**src/rtl/enoc_output_arbiter_pkg.sv**
```systemverilog
// Shared ENoC arbiter types: packet format, arbiter index type and the
// round-robin increment helper used by the output arbiter and other allocators.
package enoc_output_arbiter_pkg;

    localparam int ARB_N = 4;

    typedef struct packed {
        logic [3:0] dest;
        logic [3:0] data;
    } packet_t;

    typedef logic [$clog2(ARB_N)-1:0] arb_idx_t;

    function automatic int rr_next(input int idx, input int n);
        return (idx >= n - 1) ? 0 : idx + 1;
    endfunction

endpackage

```
**src/rtl/enoc_output_arbiter_if.sv**
```systemverilog
// Bundle between the input FIFO heads, the arbiter and the downstream link.
// Handshake: o_en[k] pops FIFO k on the same edge the arbiter captures
// i_data[k]; o_data is consumed on an edge where o_data_val and i_en are both high.
interface enoc_output_arbiter_if
    import enoc_output_arbiter_pkg::*;
#(
    parameter int N = ARB_N
);
    packet_t [N-1:0] i_data;
    logic    [N-1:0] i_data_val;
    logic    [N-1:0] o_en;
    packet_t         o_data;
    logic            o_data_val;
    logic            i_en;

    modport slave (
        input  i_data, i_data_val, i_en,
        output o_en, o_data, o_data_val
    );

    modport master (
        output i_data, i_data_val, i_en,
        input  o_en, o_data, o_data_val
    );
endinterface

```
**src/rtl/enoc_rr_pick.sv**
```systemverilog
// Combinational round-robin picker: first requester at or after i_ptr (mod N).
// Returns a one-hot grant, the binary index of the winner and an any-request flag.
module enoc_rr_pick #(
    parameter int N = 4,
    localparam int IDX_W = $clog2(N)
) (
    input  logic [N-1:0]     i_req,
    input  logic [IDX_W-1:0] i_ptr,
    output logic [N-1:0]     o_grant,
    output logic [IDX_W-1:0] o_idx,
    output logic             o_any
);

    // ptr + offset never reaches 2N, so one conditional subtract replaces a modulo
    function automatic int wrap(input int s);
        return (s >= N) ? s - N : s;
    endfunction

    always_comb begin
        o_grant = '0;
        o_idx   = '0;
        o_any   = 1'b0;
        for (int i = 0; i < N; i++) begin
            if (!o_any && i_req[wrap(int'(i_ptr) + i)]) begin
                o_any                          = 1'b1;
                o_idx                          = IDX_W'(wrap(int'(i_ptr) + i));
                o_grant[wrap(int'(i_ptr) + i)] = 1'b1;
            end
        end
    end

endmodule

```
**src/rtl/enoc_output_arbiter.sv**
```systemverilog
// Round-robin N:1 output arbiter with a single registered output stage.
// Optional per-input saturating grant counters under ENOC_ARB_COUNT_EN.
module enoc_output_arbiter
    import enoc_output_arbiter_pkg::*;
#(
    parameter int N     = ARB_N,
    parameter int CNT_W = 16
) (
    input  logic                    clk,
    input  logic                    reset,
    input  logic                    ce,
    enoc_output_arbiter_if.slave    bus
`ifdef ENOC_ARB_COUNT_EN
    ,
    output logic [N-1:0][CNT_W-1:0] o_grant_cnt
`endif
);

    localparam int IDX_W = $clog2(N);

    logic [IDX_W-1:0] r_rr_ptr;
    packet_t          r_data;
    logic             r_data_val;

    logic [N-1:0]     w_grant;
    logic [IDX_W-1:0] w_idx;
    logic             w_any;
    logic             w_load;
    logic [N-1:0]     w_en;

    enoc_rr_pick #(.N(N)) u_pick (
        .i_req   (bus.i_data_val),
        .i_ptr   (r_rr_ptr),
        .o_grant (w_grant),
        .o_idx   (w_idx),
        .o_any   (w_any)
    );

    // The stage may refill whenever it is empty or being drained this edge
    assign w_load = ce & ~reset & (~r_data_val | bus.i_en);
    assign w_en   = (w_load && w_any) ? w_grant : '0;

    always_ff @(posedge clk) begin
        if (reset) begin
            r_data     <= '0;
            r_data_val <= 1'b0;
            r_rr_ptr   <= '0;
        end else if (w_load) begin
            if (w_any) begin
                r_data     <= bus.i_data[w_idx];
                r_data_val <= 1'b1;
                r_rr_ptr   <= IDX_W'(rr_next(int'(w_idx), N));
            end else begin
                r_data_val <= 1'b0;
            end
        end
    end

    assign bus.o_en       = w_en;
    assign bus.o_data     = r_data;
    assign bus.o_data_val = r_data_val;

`ifdef ENOC_ARB_COUNT_EN
    logic [N-1:0][CNT_W-1:0] r_grant_cnt;

    always_ff @(posedge clk) begin
        if (reset) begin
            r_grant_cnt <= '0;
        end else begin
            for (int k = 0; k < N; k++) begin
                if (w_en[k] && (r_grant_cnt[k] != {CNT_W{1'b1}})) begin
                    r_grant_cnt[k] <= r_grant_cnt[k] + 1'b1;
                end
            end
        end
    end

    assign o_grant_cnt = r_grant_cnt;
`endif

endmodule

```
**src/flat_wrapper.sv**
```systemverilog
// flat-port wrapper written by rule: the top's interface ports become plain ports
module enoc_output_arbiter_flat import enoc_output_arbiter_pkg::*;
#(
    parameter int N     = ARB_N,
    parameter int CNT_W = 16
)
  (clk, reset, ce, bus_i_data, bus_i_data_val, bus_i_en, bus_o_en, bus_o_data, bus_o_data_val);
  enoc_output_arbiter_if #(.N(N)) bus_i ();
  input  logic clk;
  input  logic reset;
  input  logic ce;
  input wire logic [$bits(bus_i.i_data)-1:0] bus_i_data;
  input wire logic [$bits(bus_i.i_data_val)-1:0] bus_i_data_val;
  input wire logic [$bits(bus_i.i_en)-1:0] bus_i_en;
  output wire logic [$bits(bus_i.o_en)-1:0] bus_o_en;
  output wire logic [$bits(bus_i.o_data)-1:0] bus_o_data;
  output wire logic [$bits(bus_i.o_data_val)-1:0] bus_o_data_val;
  assign bus_i.i_data = bus_i_data;
  assign bus_i.i_data_val = bus_i_data_val;
  assign bus_i.i_en = bus_i_en;
  assign bus_o_en = bus_i.o_en;
  assign bus_o_data = bus_i.o_data;
  assign bus_o_data_val = bus_i.o_data_val;
  enoc_output_arbiter #(.N(N), .CNT_W(CNT_W)) u_core (.clk(clk), .reset(reset), .ce(ce), .bus(bus_i));
endmodule
```
**config.mk**
```make
export PLATFORM = sky130hd
export DESIGN_NAME = enoc_output_arbiter_flat
export DESIGN_NICKNAME = d
export VERILOG_FILES = /design/src/rtl/enoc_output_arbiter_pkg.sv /design/src/rtl/enoc_output_arbiter_if.sv /design/src/rtl/enoc_rr_pick.sv /design/src/rtl/enoc_output_arbiter.sv /design/src/flat_wrapper.sv
export SDC_FILE = /design/constraint.sdc
export NUM_CORES = 1
export LEC_CHECK = 0
export BUFFER_PORTS_ARGS = -buffer_cell sky130_fd_sc_hd__buf_2
export CORE_ASPECT_RATIO = 0.8
export CORE_MARGIN = 1
export CORE_UTILIZATION = 30
export CTS_BUF_LIST = sky130_fd_sc_hd__clkbuf_2
export CTS_CLUSTER_DIAMETER = 100
export DETAILED_ROUTE_END_ITERATION = 8
export PLACE_DENSITY = 0.59
export SETUP_SLACK_MARGIN = 0.3
export SLEW_MARGIN = 10
export SYNTH_ARGS = -nofsm -noshare
export SYNTH_HDL_FRONTEND = slang
export SYNTH_HIERARCHICAL = 1
export SYNTH_SLANG_ARGS = --single-unit
```
**constraint.sdc**
```tcl
create_clock -name clk -period 3.45 [get_ports clk]
set_input_delay 0.1725 -clock clk [delete_from_list [all_inputs] [get_ports clk]]
set_output_delay 0.1725 -clock clk [all_outputs]
set_load 0.05 [all_outputs]
```
==> results, run 1 <==
- The flow ran to the end, but the final reports show violations.
- The final reports fail on DRC.
- The reported leakage power is 0.675 nW.
- The tool flagged a number of max-cap violations equal to 0.
- Row generation in the floorplan step produced 19 rows.
- The most used flip-flop cell after synthesis is dfxtp_1.
- For this design the ratio of total power to cell area is 749 mW/mm^2.
- The via count of the first global-routing pass was 997.
- The first detailed-routing pass took 6 iterations.
- The remaining max-slew budget at the tightest pin is 0.531.
- The cell family contributing the most delay on the critical path is simple AND/OR/NAND/NOR gates.
- The number of failing hold endpoints at the final stage was 0.
- Summed over all instances, the cell type with the most area after synthesis is mux4_2.
- Counting flops with a built-in enable in the synthesized netlist gives 0.
- Across all hold checks on the routed design, the worst slack comes to a little over 200 ps.
- The quantity of I/O buffers inserted on ports is 52.
- The combined area of all synthesized cells is approximately 0.0012 mm^2.
- The maximum number of pins on one net before global-route repair is 15.
- The final critical-path required period is 2960 ps.
- Data arrives at the worst endpoint at 3170 ps.
- The clock tree from TritonCTS is yes.
- The classification of the worst-slack hold path is in2reg.
- The first global-routing pass estimated 4.60 mm of wire.
- The count of state elements after synthesis is 11.
- The final number of max-transition violations was 0.
- For this run, design rule violations remaining after detail routing come to 2.
- The register cell area after layout is roughly 220 um^2.
- The largest fanout on the critical path is 14.
- The endpoint class of the critical path is a flip-flop.
- The peak supply drop is 0.000307 V.
- Setup repair after global routing left no endpoint under its margin.
- The vertical die dimension is 57.4 um.
- The final HPWL from detailed placement is 2.25 mm.
- The synthesized area divided by synthesized cell count is 11.1 um^2.
- The total die area is 0.00409 mm^2.
- The total congestion overflow after global routing is 0.
- After clock tree synthesis, the clock-pin slew on the worst setup and hold paths is 110 ps.
- The highest clock rate is 0.337 GHz.
- The routed layout has between 1000 and 1500 vias.
- The initial antenna violation count came to 0.
- The combined global-route utilization of all metal layers is 0.140.
- The startpoint type of the worst setup path is a flip-flop.
- The via density per instance is 5.18.
- The number of nets in the finished design is 210.
- The initial utilization of the core area, before any placement, comes to 0.325.
- The insertion delay of the later-clocked pin in the worst-skew pair is 260 ps.
- The cell with the biggest individual delay on the critical path is mux4_2.
- The overall power after layout is 0.00112 W.
- Clock tree synthesis inserted a total of 3 buffers.
- In this run the standard cell core region covers roughly 0.0035 mm^2.
- The buffer count from post-CTS setup fixing is 0.
- The layout-stage area growth over the synthesis result is 30.1%.
- Synthesis handed over a netlist of 104 instances.
- The tree built by TritonCTS fans out to 11 sinks.
- The repair_antennas step left the layout with diodes totalling 0.
- Of the cells placed in the final design, the portion with a size suffix greater than 1 is 0.550.
- The count of final setup violators is 0.
- The library cell used most frequently in the layout, excluding fill and tap cells, is buf_2.
- The count of unique library cells instantiated by Yosys is 30.
- The tree is rooted in a clkbuf_2.
- The setup TNS is 0 ps.
- CTS built an H-tree with a depth of 1.
- Wires add up to 2.78 mm.
- For the worst setup path, the data required time is 3660 ps.
- The multi-input combinational cells in the finished layout cover a total of 882 um^2.
- The post-synthesis sequential area ratio is 0.191.
- The fraction of post-synthesis cell area in the top cell type by area is 0.195.
- The largest incremental delay on the critical path is 580 ps.
- Leaving out fill and tap cells, the most frequent cells in the layout are buf_2 (52), dfxtp_1 (11), nor2b_1 (10), mux4_2 (10).
- For the pin with the worst max-slew slack, the measured transition is 704 ps.
- The post-detailed-route count of antenna-violating nets is 0.
- The combined buffer and inverter count along the critical path is 2.
- The clock passes through at most 2 buffers.
- The average routed wire per standard cell is 13.7 um.
- The number of warnings reported in the yosys synthesis log is 6.
- The top-level I/O count is 53.
- The startpoint-to-endpoint class of the critical path is reg2reg.
- Dividing the final minimum period by the clock period gives 0.859.
- The signal on the critical path passes through buf_4 -> mux4_2 -> buf_4 -> nor4b_4 -> nor2_1 -> a32o_1 -> ha_1 -> nor2_1 -> or4b_1 -> a21oi_1.
- Clock skew on the completed layout was measured at 0.427 ps.
- The number of filler cells placed in the layout is 350.
- The placer's final routability congestion estimate is 0.761.
- The horizontal extent of the die is between 70 and 80 um.
- In the synthesized netlist the async set-or-reset flop fraction comes to 0.
- The number of DRC markers in iteration 0 is 48.
- The post-synth net total is approximately 150.
- In the post-synthesis netlist, the biggest area contributors are mux4_2 (20%), dfxtp_1 (19%), ha_1 (9.8%).
registers in the layout, indices dropped and copies added (netlist names):
signal,flops
u_core/bus.o_data,8
u_core/r_rr_ptr,2
u_core/bus.o_data_val,1
layer usage:
metal  vias up  part of all wire  GRT usage
li1        514                 -          -
met4         0                 0     0.0171
met3         0             0.033     0.0283
met1       508              0.46      0.195
met2        25              0.50      0.231
met5         -                 0          0
path summary, 6_finish.rpt:
| path | startpoint | depth (start not counted) | end | slack, ps |
|---|---|---|---|---|
| max | u_core/r_rr_ptr[0] | 10 | u_core/r_rr_ptr[0] | 490 |
| min | bus_i_en | 4 | u_core/bus.o_data_val | 200 |
| max reg2reg | u_core/r_rr_ptr[0] | 10 | u_core/r_rr_ptr[0] | 490 |
| min reg2reg | u_core/bus.o_data_val | 2 | u_core/bus.o_data_val | 480 |
cell type report:
type	count	area share
Clock buffer	4	0.0134
Inverter	3	0.00751
Timing Repair Buffer	59	0.209
Multi-Input combinational cell	83	0.588
Tap cell	42	0.0351
Sequential cell	11	0.147
per-stage QoR:
stage | cells | util | setup slack, ps | cell area (um^2)
floorplan | 104 | - | 520 | 1150
global placement | 198 | 0.415 | 290 | 1470
detailed placement | 198 | 0.415 | 203 | 1470
CTS | 202 | 0.423 | 421 | 1500
global route | 202 | 0.423 | 328 | 1500
finish | 202 | 0.423 | 486 | 1500
timing repair:
action	in CTS	in global routing
hold buffers	0	0
hold endpoints to repair	0	0
resized for setup	1	0
endpoints found under the setup margin	8	1
pin swaps	0	1
Yosys cell counts, types with 2 or more instances:
master	number
mux4_2	10
nor2_1	4
a22oi_1	8
and2_1	4
o31ai_1	2
a21oi_1	2
clkbuf_1	3
mux4_1	2
nand2_1	3
buf_6	3
mux2i_1	2
nand2b_1	2
ha_1	9
nor2b_1	10
dfxtp_1	11
inv_1	3
mux2_2	9
o21ai_0	5
kinds of logic (layout without fill, tap and decap cells):
family | Yosys count | count (layout) | synth area share
adder cells (fa/ha/maj) | 9 | 9 | 0.0977
AO/OA/AOI/OAI | 20 | 20 | 0.118
multiplexers | 24 | 24 | 0.359
flip-flops | 11 | 11 | 0.191
buffers and inverters | 10 | 66 | 0.0554
AND/OR/NAND/NOR | 30 | 30 | 0.178
worst register-to-register path, stage by stage (launching register included):
cell and delay, ps:
dfxtp_1 350, buf_4 240, mux4_2 590, buf_4 210
nor4b_4 350, nor2_1 90, a32o_1 250, ha_1 180
nor2_1 70, or4b_1 430, a21oi_1 140
power breakdown:
part / internal [W] / switching (W)
logic: 0.000392 / 0.000463
registers: 0.000169 / 0.0000221
clock network: 0.0000308 / 0.0000454
total: 0.000592 / 0.000530
Note: power is estimated with default switching activity, not from simulation.
==> inputs of run 2 (changes only) <==
ABC_AREA = 1   (was unset)
PLACE_DENSITY = 0.58   (was 0.59)
==> run 2 against run 1 <==
The flow now finishes without violations. Die area up 11%. Register-to-register slack improved by 110 ps. Critical endpoint is now u_core/bus.o_data[4]. Global-route usage increased by 0.99 points. Worst hold slack better by 25 ps. Cell count rose by 50%. Synthesized cell count rose by 89%. Critical path type unchanged. Maximum frequency is 4.0% higher. Area after synthesis increased by 12%.
==> results, run 2 <==
- Most used standard cells in the synthesized netlist: nand2_1 (51), nand3_1 (48), nand2_2 (18) (was dfxtp_1 (11), mux4_2 (10), nor2b_1 (10)).
- The remaining max-slew budget at the tightest pin came to 0.687 (was 0.531).
- The maximum number of pins on one net before global-route repair was 17 (was 15).
- The most numerous cell on the critical path is nand3_1.
- The primary flip-flop cell chosen by synthesis mapping is dfxtp_1 (unchanged).
- The combined buffer and inverter count along the critical path was 3 (was 2).
- Worst path cell trace: inv_2 -> ha_1 -> inv_1 -> nand3_1 -> nand2_1 -> nor2_1 -> a21oi_1 -> nand3_1 -> bufinv_8 -> nand3_1 -> nand3_1 -> nand2_1 (was buf_4 -> mux4_2 -> buf_4 -> nor4b_4 -> nor2_1 -> a32o_1 -> ha_1 -> nor2_1 -> or4b_1 -> a21oi_1).
- The wire length of the first global-routing pass is 5.31 mm (was 4.60 mm).
- The final period utilization came to 0.826 (was 0.859).
- The endpoint class of the critical path is a flip-flop (unchanged).
- Top library cells by usage in the layout, fill and taps aside: buf_2 (52), nand2_1 (51), nand3_1 (47) (was buf_2 (52), dfxtp_1 (11), nor2b_1 (10), mux4_2 (10)).
- The routed wire length on met3 is 150 um (was 92 um).
- The post-synth net total is 246 (was 153).
- Outcome: completed (was finished with violations).
- The classification of the worst-slack hold path is in2reg (unchanged).
- The number of standard-cell rows in the floorplan is 20 (was 19).
- The number of nets in the finished design is 297 (was 210).
- The number of detailed-route iterations in the first pass is 4 (was 6).
- The final number of max-transition violations is 0 (unchanged).
- The layout-stage area growth over the synthesis result is 21.6% (was 30.1%).
- The worst endpoint data arrival time is 3060 ps (was 3170 ps).
- The clock share of power came to 0.062 (was 0.068).
- The count of unique library cells instantiated by Yosys was 21 (was 30).
- The wire length on met1 is 1.69 mm (was 1.29 mm).
- The instance count of the mapped netlist was 197 (was 104).
- The horizontal extent of the die is 75.2 um (was 71.3 um).
- The H-tree depth is 1 (unchanged).
- RSZ-0062 raised after global routing: no (unchanged).
- The most frequent cell after synthesis is nand2_1 (was dfxtp_1).
- The cell total after placement is 298 (was 198).
- The total inserted antenna cells is 0 (unchanged).
- The quantity of I/O buffers inserted on ports is 52 (unchanged).
- The clock net sink count is 11 (unchanged).
- The power spent charging and discharging nets is 0.000749 W (was 0.000530 W).
- The post-synthesis async set-or-reset flop share is 0 (unchanged).
- The number of enable-type register cells in the synthesized netlist is 0 (unchanged).
- The placeable core area is 0.00395 mm^2 (was 0.00354 mm^2).
- The combinational share of power is 0.769 (was 0.761).
- The startpoint-to-endpoint class of the critical path is reg2reg (unchanged).
- The largest fanout on the critical path is 11 (was 14).
- The fraction of power spent switching nets came to 0.595 (was 0.473).
- The register clock-pin slew on the reported worst setup and hold paths is 120 ps (was 110 ps).
- The worst-case setup slack after placement is 555 ps (was 203 ps).
- The number of warnings reported in the yosys synthesis log is 6 (unchanged).
- The total die area is 0.00455 mm^2 (was 0.00409 mm^2).
- The required time of the critical path is 3660 ps (about the same).
- The commonest non-fill, non-tap cell in the layout is buf_2 (unchanged).
- The sequential group share of total power is 0.170 (was 0.171).
- The total congestion overflow after global routing came to 0 (unchanged).
- The number of DRC markers in iteration 0 is 139 (was 48).
- The insertion delay of the later-clocked pin in the worst-skew pair is 260 ps (about the same).
- The family with the most delay on the worst path is simple AND/OR/NAND/NOR gates (unchanged).
- The post-detailed-route count of antenna-violating nets was 0 (unchanged).
- The vertical die dimension is 60.6 um (was 57.4 um).
- The highest clock rate is 0.351 GHz (was 0.337 GHz).
- The reported leakage power is 0.862 nW (was 0.675 nW).
- The post-route DRC violation count is 0 (was 2).
- The detailed-route via count is 1404 (was 1047).
- The final routed wirelength across all metal layers is 3.23 mm (was 2.78 mm).
- The synthesized area divided by synthesized cell count came to 6.53 um^2 (was 11.1 um^2).
- The top metal layer carrying routed signals is met4 (was met3).
- The count of state elements after synthesis came to 11 (unchanged).
- The startpoint type of the worst setup path was a flip-flop (unchanged).
- The largest area contributor in the synthesized netlist is nand3_1 (was mux4_2).
- The root buffer selected by CTS is clkbuf_2 (unchanged).
- The post-synthesis sequential area ratio is 0.171 (was 0.191).
- The worst-margin pin slew is 468 ps (was 704 ps).
- The cell with the biggest individual delay on the critical path was dfxtp_1 (was mux4_2).
- The count of final setup violators came to 0 (unchanged).
- The number of flip-flops in the largest register is 8 (unchanged).
- The final HPWL from detailed placement is 2.55 mm (was 2.25 mm).
- The final critical-path required period is 2850 ps (was 2960 ps).
- The number of buffers inserted during clock tree synthesis came to 3 (unchanged).
- The placer's final routability congestion estimate is 0.863 (was 0.761).
- The initial antenna violation count is 0 (unchanged).
- The least setup slack across all paths after layout is 600 ps (was 486 ps).
- The largest incremental delay on the critical path was 590 ps (was 580 ps).
- The combined area of all synthesized cells came to 0.00129 mm^2 (was 0.00115 mm^2).
- The fraction of post-synthesis cell area in the top cell type by area is 0.187 (was 0.195).
- The post-layout instance count excluding filler cells is 302 (was 202).
- The number of filler cells placed in the layout is 457 (was 350).
- The number of failing hold endpoints at the final stage is 0 (unchanged).
- Synth area leaders: nand3_1 (19%), dfxtp_1 (17%), nand2_1 (15%) (was mux4_2 (20%), dfxtp_1 (19%), ha_1 (9.8%)).
- The initial core utilization is 0.325 (about the same).
- The minimum hold slack came to 228 ps (was 203 ps).
- The setup clock skew after layout is 6.42 ps (was 0.427 ps).
- The peak supply drop is 0.000285 V (was 0.000307 V).
- The setup TNS is 0 ps (unchanged).
- The share of layout cells above drive strength 1 was 0.352 (was 0.550).
- The average routed wire per standard cell is 10.7 um (was 13.7 um).
- The via density per instance is 4.65 (was 5.18).
- The top-level I/O count is 53 (unchanged).
- The clock tree from TritonCTS is yes (unchanged).
- The amount of wire on met2 after detailed routing came to 1.35 mm (was 1.40 mm).
- The via count of the first global-routing pass was 1198 (was 997).
- The design internal power came to 0.000509 W (was 0.000592 W).
- The number of maximum-capacitance violations is 0 (unchanged).
- The maximum clock path buffer count was 2 (unchanged).
- The combined global-route utilization of all metal layers is 0.150 (was 0.140).
- The areal power density over the cells came to 805 mW/mm^2 (was 749 mW/mm^2).
- The number of hold buffers added after cts is 0 (unchanged).
-- run 2: final timing paths --
kind / from / to / slack, ps / depth (start not counted)
worst min register to register: u_core/bus.o_data[3] / u_core/bus.o_data[3] / 470 / 2
worst min-delay path: bus_i_data[21] / u_core/bus.o_data[5] / 230 / 5
worst max register to register: u_core/r_rr_ptr[0] / u_core/bus.o_data[4] / 600 / 12
worst max-delay path: u_core/r_rr_ptr[0] / u_core/bus.o_data[4] / 600 / 12
-- run 2: power groups by stage --
stage / Clock (W) / Sequential (W) / Combinational [W]
4_1_cts: 0.0000805 / 0.000215 / 0.000968
2_1_floorplan: 0 / 0.000357 / 0.000721
3_3_place_gp: 0 / 0.000218 / 0.000966
5_1_grt: 0.0000868 / 0.000223 / 0.00107
6_report: 0.0000774 / 0.000214 / 0.000967
3_5_place_dp: 0 / 0.000218 / 0.000965
-- run 2: per-stage QoR --
| step | utilization | power (W) | area (um^2) |
|---|---|---|---|
| after floorplan | - | 0.00108 | 1290 |
| after global placement | 0.389 | 0.00118 | 1540 |
| after detailed placement | 0.389 | 0.00118 | 1540 |
| after CTS | 0.394 | 0.00126 | 1560 |
| after global routing | 0.396 | 0.00138 | 1560 |
| final | 0.396 | 0.00126 | 1560 |
-- run 2: layout make-up --
class	instances	area [um^2]	share of cell area
clock buffers	4	20.0	0.0128
inverters	20	96.3	0.0616
multi-input cells	159	891	0.570
flip-flops and latches	11	220	0.141
well taps	55	68.8	0.0440
repair buffers	53	268	0.171
-- run 2: kinds of logic after synthesis --
| logic type | Yosys count | synth area share |
|---|---|---|
| buffers and inverters | 27 | 0.140 |
| AOI/OAI and AO/OA | 11 | 0.0506 |
| DFF | 11 | 0.171 |
| and+or+nand+nor | 139 | 0.551 |
| adders and majority gates | 9 | 0.0876 |
-- run 2: tightest hold or removal path: cells and delay by family --
kind          cells  cell delay [ps]
simple gates      4              210
buf+inv           1               80
-- run 2: routing by layer --
| metal | vias up | GRT usage |
|---|---|---|
| met5 | - | 0 |
| met4 | 0 | 0.0503 |
| met3 | 4 | 0.00997 |
| met2 | 46 | 0.233 |
| met1 | 605 | 0.221 |
| li1 | 749 | - |
-- run 2: what timing repair did --
action | CTS | global route
buffers inserted | 0 | 0
endpoints found under the setup margin | 0 | 7
gates resized for setup | 0 | 1
==> inputs of run 3 (changes only) <==
PLACE_DENSITY = 0.6   (was 0.58)
clock period = 2.4 ns   (was 3.45 ns; I/O delays follow)
==> run 3 against run 2 <==
Routed wire length grew 0.68%. Count of clock-buffer cells in the layout unchanged. Setup slack got worse by 250 ps. Clock skew decreased by 4.2 ps. Non-clock buffer count is 6 higher. Die area did not move. Via count increased by 1.1%. Clock power increased by 36%. Register-to-register slack got worse by 200 ps. Total power is 60% higher. First-iteration DRC count down 61%. Sequential cell count did not move.
==> results, run 3 (same netlist as run 2, synthesis figures left out) <==
- The areal power density over the cells is 1150 mW/mm^2 (was 805 mW/mm^2).
- The maximum number of pins on one net before global-route repair is 17 (unchanged).
- The number of nets in the finished design is 303 (was 297).
- The number of flip-flops in the largest register came to 8 (unchanged).
- The classification of the worst-slack hold path was in2reg (unchanged).
- The number of maximum-capacitance violations is 0 (unchanged).
- The final number of max-transition violations is 0 (unchanged).
- The top-level I/O count is 53 (unchanged).
- The endpoint class of the critical path is an output port (was flip-flop).
- The number of failing hold endpoints at the final stage was 0 (unchanged).
- The placeable core area was 0.00395 mm^2 (unchanged).
- The setup clock skew after layout is 2.23 ps (was 6.42 ps).
- The clock tree from TritonCTS is yes (unchanged).
- The post-route DRC violation count is 0 (unchanged).
- The reported leakage power came to 0.916 nW (was 0.862 nW).
- The layout-stage area growth over the synthesis result came to 36.4% (was 21.6%).
- The count of final setup violators was 0 (unchanged).
- The remaining max-slew budget at the tightest pin came to 0.770 (was 0.687).
- The final critical-path required period is 2050 ps.
- The wire length of the first global-routing pass is 5.29 mm (was 5.31 mm).
- The worst endpoint data arrival time came to 1930 ps (was 3060 ps).
- The clock share of power is 0.052 (was 0.062).
- The largest fanout on the critical path is 11 (unchanged).
- The launch point of the worst hold path is bus_i_data[5] (was bus_i_data[21]).
- The via count of the first global-routing pass is 1234 (was 1198).
- The register clock-pin slew on the reported worst setup and hold paths came to 110 ps (was 120 ps).
- The launching instance or port of the critical path is u_core/r_rr_ptr[0] (unchanged).
- The average routed wire per standard cell is 10.6 um (was 10.7 um).
- The initial antenna violation count is 0 (unchanged).
- The highest clock rate is 0.488 GHz.
- The required time of the critical path is 2280 ps (was 3660 ps).
- The quantity of I/O buffers inserted on ports was 52 (unchanged).
- The sequential group share of total power came to 0.150 (was 0.170).
- The placer's final routability congestion estimate is 0.808 (was 0.863).
- The total congestion overflow after global routing is 0 (unchanged).
- The final design instance area without fill was 0.00175 mm^2 (was 0.00156 mm^2).
- The root buffer selected by CTS is clkbuf_2 (unchanged).
- The number of hold buffers added after cts came to 0 (unchanged).
- The H-tree depth came to 1 (unchanged).
- The combined global-route utilization of all metal layers is 0.150 (about the same).
- The worst flop-to-flop path startpoint was u_core/r_rr_ptr[0] (unchanged).
- The vertical die dimension is 60.6 um (unchanged).
- The share of layout cells above drive strength 1 is 0.439 (was 0.352).
- The number of detailed-route iterations in the first pass is 4 (unchanged).
- The multi-input combinational cell area was 958 um^2 (was 891 um^2).
- The cell total after placement is 301 (was 298).
- The fraction of power spent switching nets was 0.565 (was 0.595).
- RSZ-0062 raised after global routing: yes (was no).
- The initial core utilization came to 0.325 (unchanged).
- The worst-case setup slack after placement is 177 ps (was 555 ps).
- The insertion delay of the later-clocked pin in the worst-skew pair came to 250 ps (was 260 ps).
- The post-detailed-route count of antenna-violating nets is 0 (unchanged).
- The startpoint-to-endpoint class of the critical path was reg2out (was reg2reg).
- The startpoint type of the worst setup path is a flip-flop (unchanged).
- The worst-margin pin slew is 345 ps (was 468 ps).
- The commonest non-fill, non-tap cell in the layout is nand2_1 (was buf_2).
- The least setup slack across all paths after layout is 350 ps (was 600 ps).
- Top library cells by usage in the layout, fill and taps aside: nand2_1 (49), buf_2 (48), nand3_1 (46) (was buf_2 (52), nand2_1 (51), nand3_1 (47)).
- The final HPWL from detailed placement was 2.59 mm (was 2.55 mm).
- The number of DRC markers in iteration 0 came to 54 (was 139).
- The final routed wirelength across all metal layers is 3.25 mm (was 3.23 mm).
- The via density per instance is 4.61 (was 4.65).
- The number of standard-cell rows in the floorplan is 20 (unchanged).
- The minimum hold slack is 185 ps (was 228 ps).
- The power spent charging and discharging nets came to 0.00114 W (was 0.000749 W).
- The placed standard-cell area was 0.00161 mm^2 (was 0.00154 mm^2).
- The peak supply drop came to 0.000385 V (was 0.000285 V).
- Outcome: completed (unchanged).
- The combinational share of power is 0.798 (was 0.769).
- The maximum clock path buffer count is 2 (unchanged).
- The horizontal extent of the die was 75.2 um (unchanged).
- The design internal power is 0.000874 W (was 0.000509 W).
- The register cell area after layout is 225 um^2 (was 220 um^2).
- The number of filler cells placed in the layout is 432 (was 457).
- The clock net sink count is 11 (unchanged).
- The total inserted antenna cells is 0 (unchanged).
- The setup TNS came to 0 ps (unchanged).
- The number of buffers inserted during clock tree synthesis was 3 (unchanged).
- The post-layout instance count excluding filler cells is 308 (was 302).
- The final period utilization is 0.854.
- The detailed-route via count came to 1420 (was 1404).
- The total die area is 0.00455 mm^2 (unchanged).
## run 3: changes by cell type in the layout (fill, tap and decap cells not counted), moves of 3 or more
| cell | delta |
|---|---|
| buf_2 | -4 |
| buf_4 | +3 |
| buf_8 | +4 |
| inv_1 | -7 |
| inv_2 | +4 |
| nor2_1 | -5 |
| nor2_4 | +4 |
## run 3: path summary, 6_finish.rpt
| check | end | slack (ps) | cells after the start |
|---|---|---|---|
| max | bus_o_en[1] | 350 | 12 |
| min | u_core/bus.o_data[5] | 180 | 5 |
| max reg2reg | u_core/bus.o_data[7] | 400 | 13 |
| min reg2reg | u_core/bus.o_data[5] | 470 | 2 |
## run 3: area by class of cell
cell class | count | share of cell area
Clock buffer | 4 | 0.0114
Tap cell | 55 | 0.0392
Sequential cell | 11 | 0.128
Multi-Input combinational cell | 159 | 0.546
Timing Repair Buffer | 59 | 0.213
Inverter | 20 | 0.0621
## run 3: per-layer routing
metal | vias up | routed length (um) | global-route usage
met4 | 0 | 26 | 0.0397
li1 | 759 | - | -
met3 | 2 | 194 | 0.0183
met5 | - | 0 | 0
met2 | 48 | 1350 | 0.234
met1 | 611 | 1680 | 0.219
## run 3: timing repair
item,4_1_cts,5_1_grt
pin swaps,4,8
cloned,0,0
gates resized for setup,16,15
setup buffers,3,0
setup endpoints to repair,14,14
## run 3: critical path: stages (launching register included)
cell and delay, ps:
dfxtp_4 400, inv_8 60, ha_4 290, inv_4 40
nand2_2 60, nand2_2 50, nor2_4 160, buf_12 140
nand3_1 70, nand3_1 100, inv_2 50, nor2_4 110
buf_8 150
## run 3: per-stage QoR
step | util | total power [W]
detailed placement | 0.408 | 0.00177
CTS | 0.431 | 0.00197
finish | 0.444 | 0.00201
floorplan | - | 0.00160
global route | 0.444 | 0.00220
global placement | 0.408 | 0.00178
## run 3: power by group through the flow
stage               sequential (W)  combinational [W]  clock [W]
floorplan                 0.000517            0.00109          0
global placement          0.000300            0.00148          0
detailed placement        0.000301            0.00147          0
CTS                       0.000302            0.00156   0.000113
global route              0.000308            0.00177   0.000126
finish                    0.000301            0.00161   0.000105
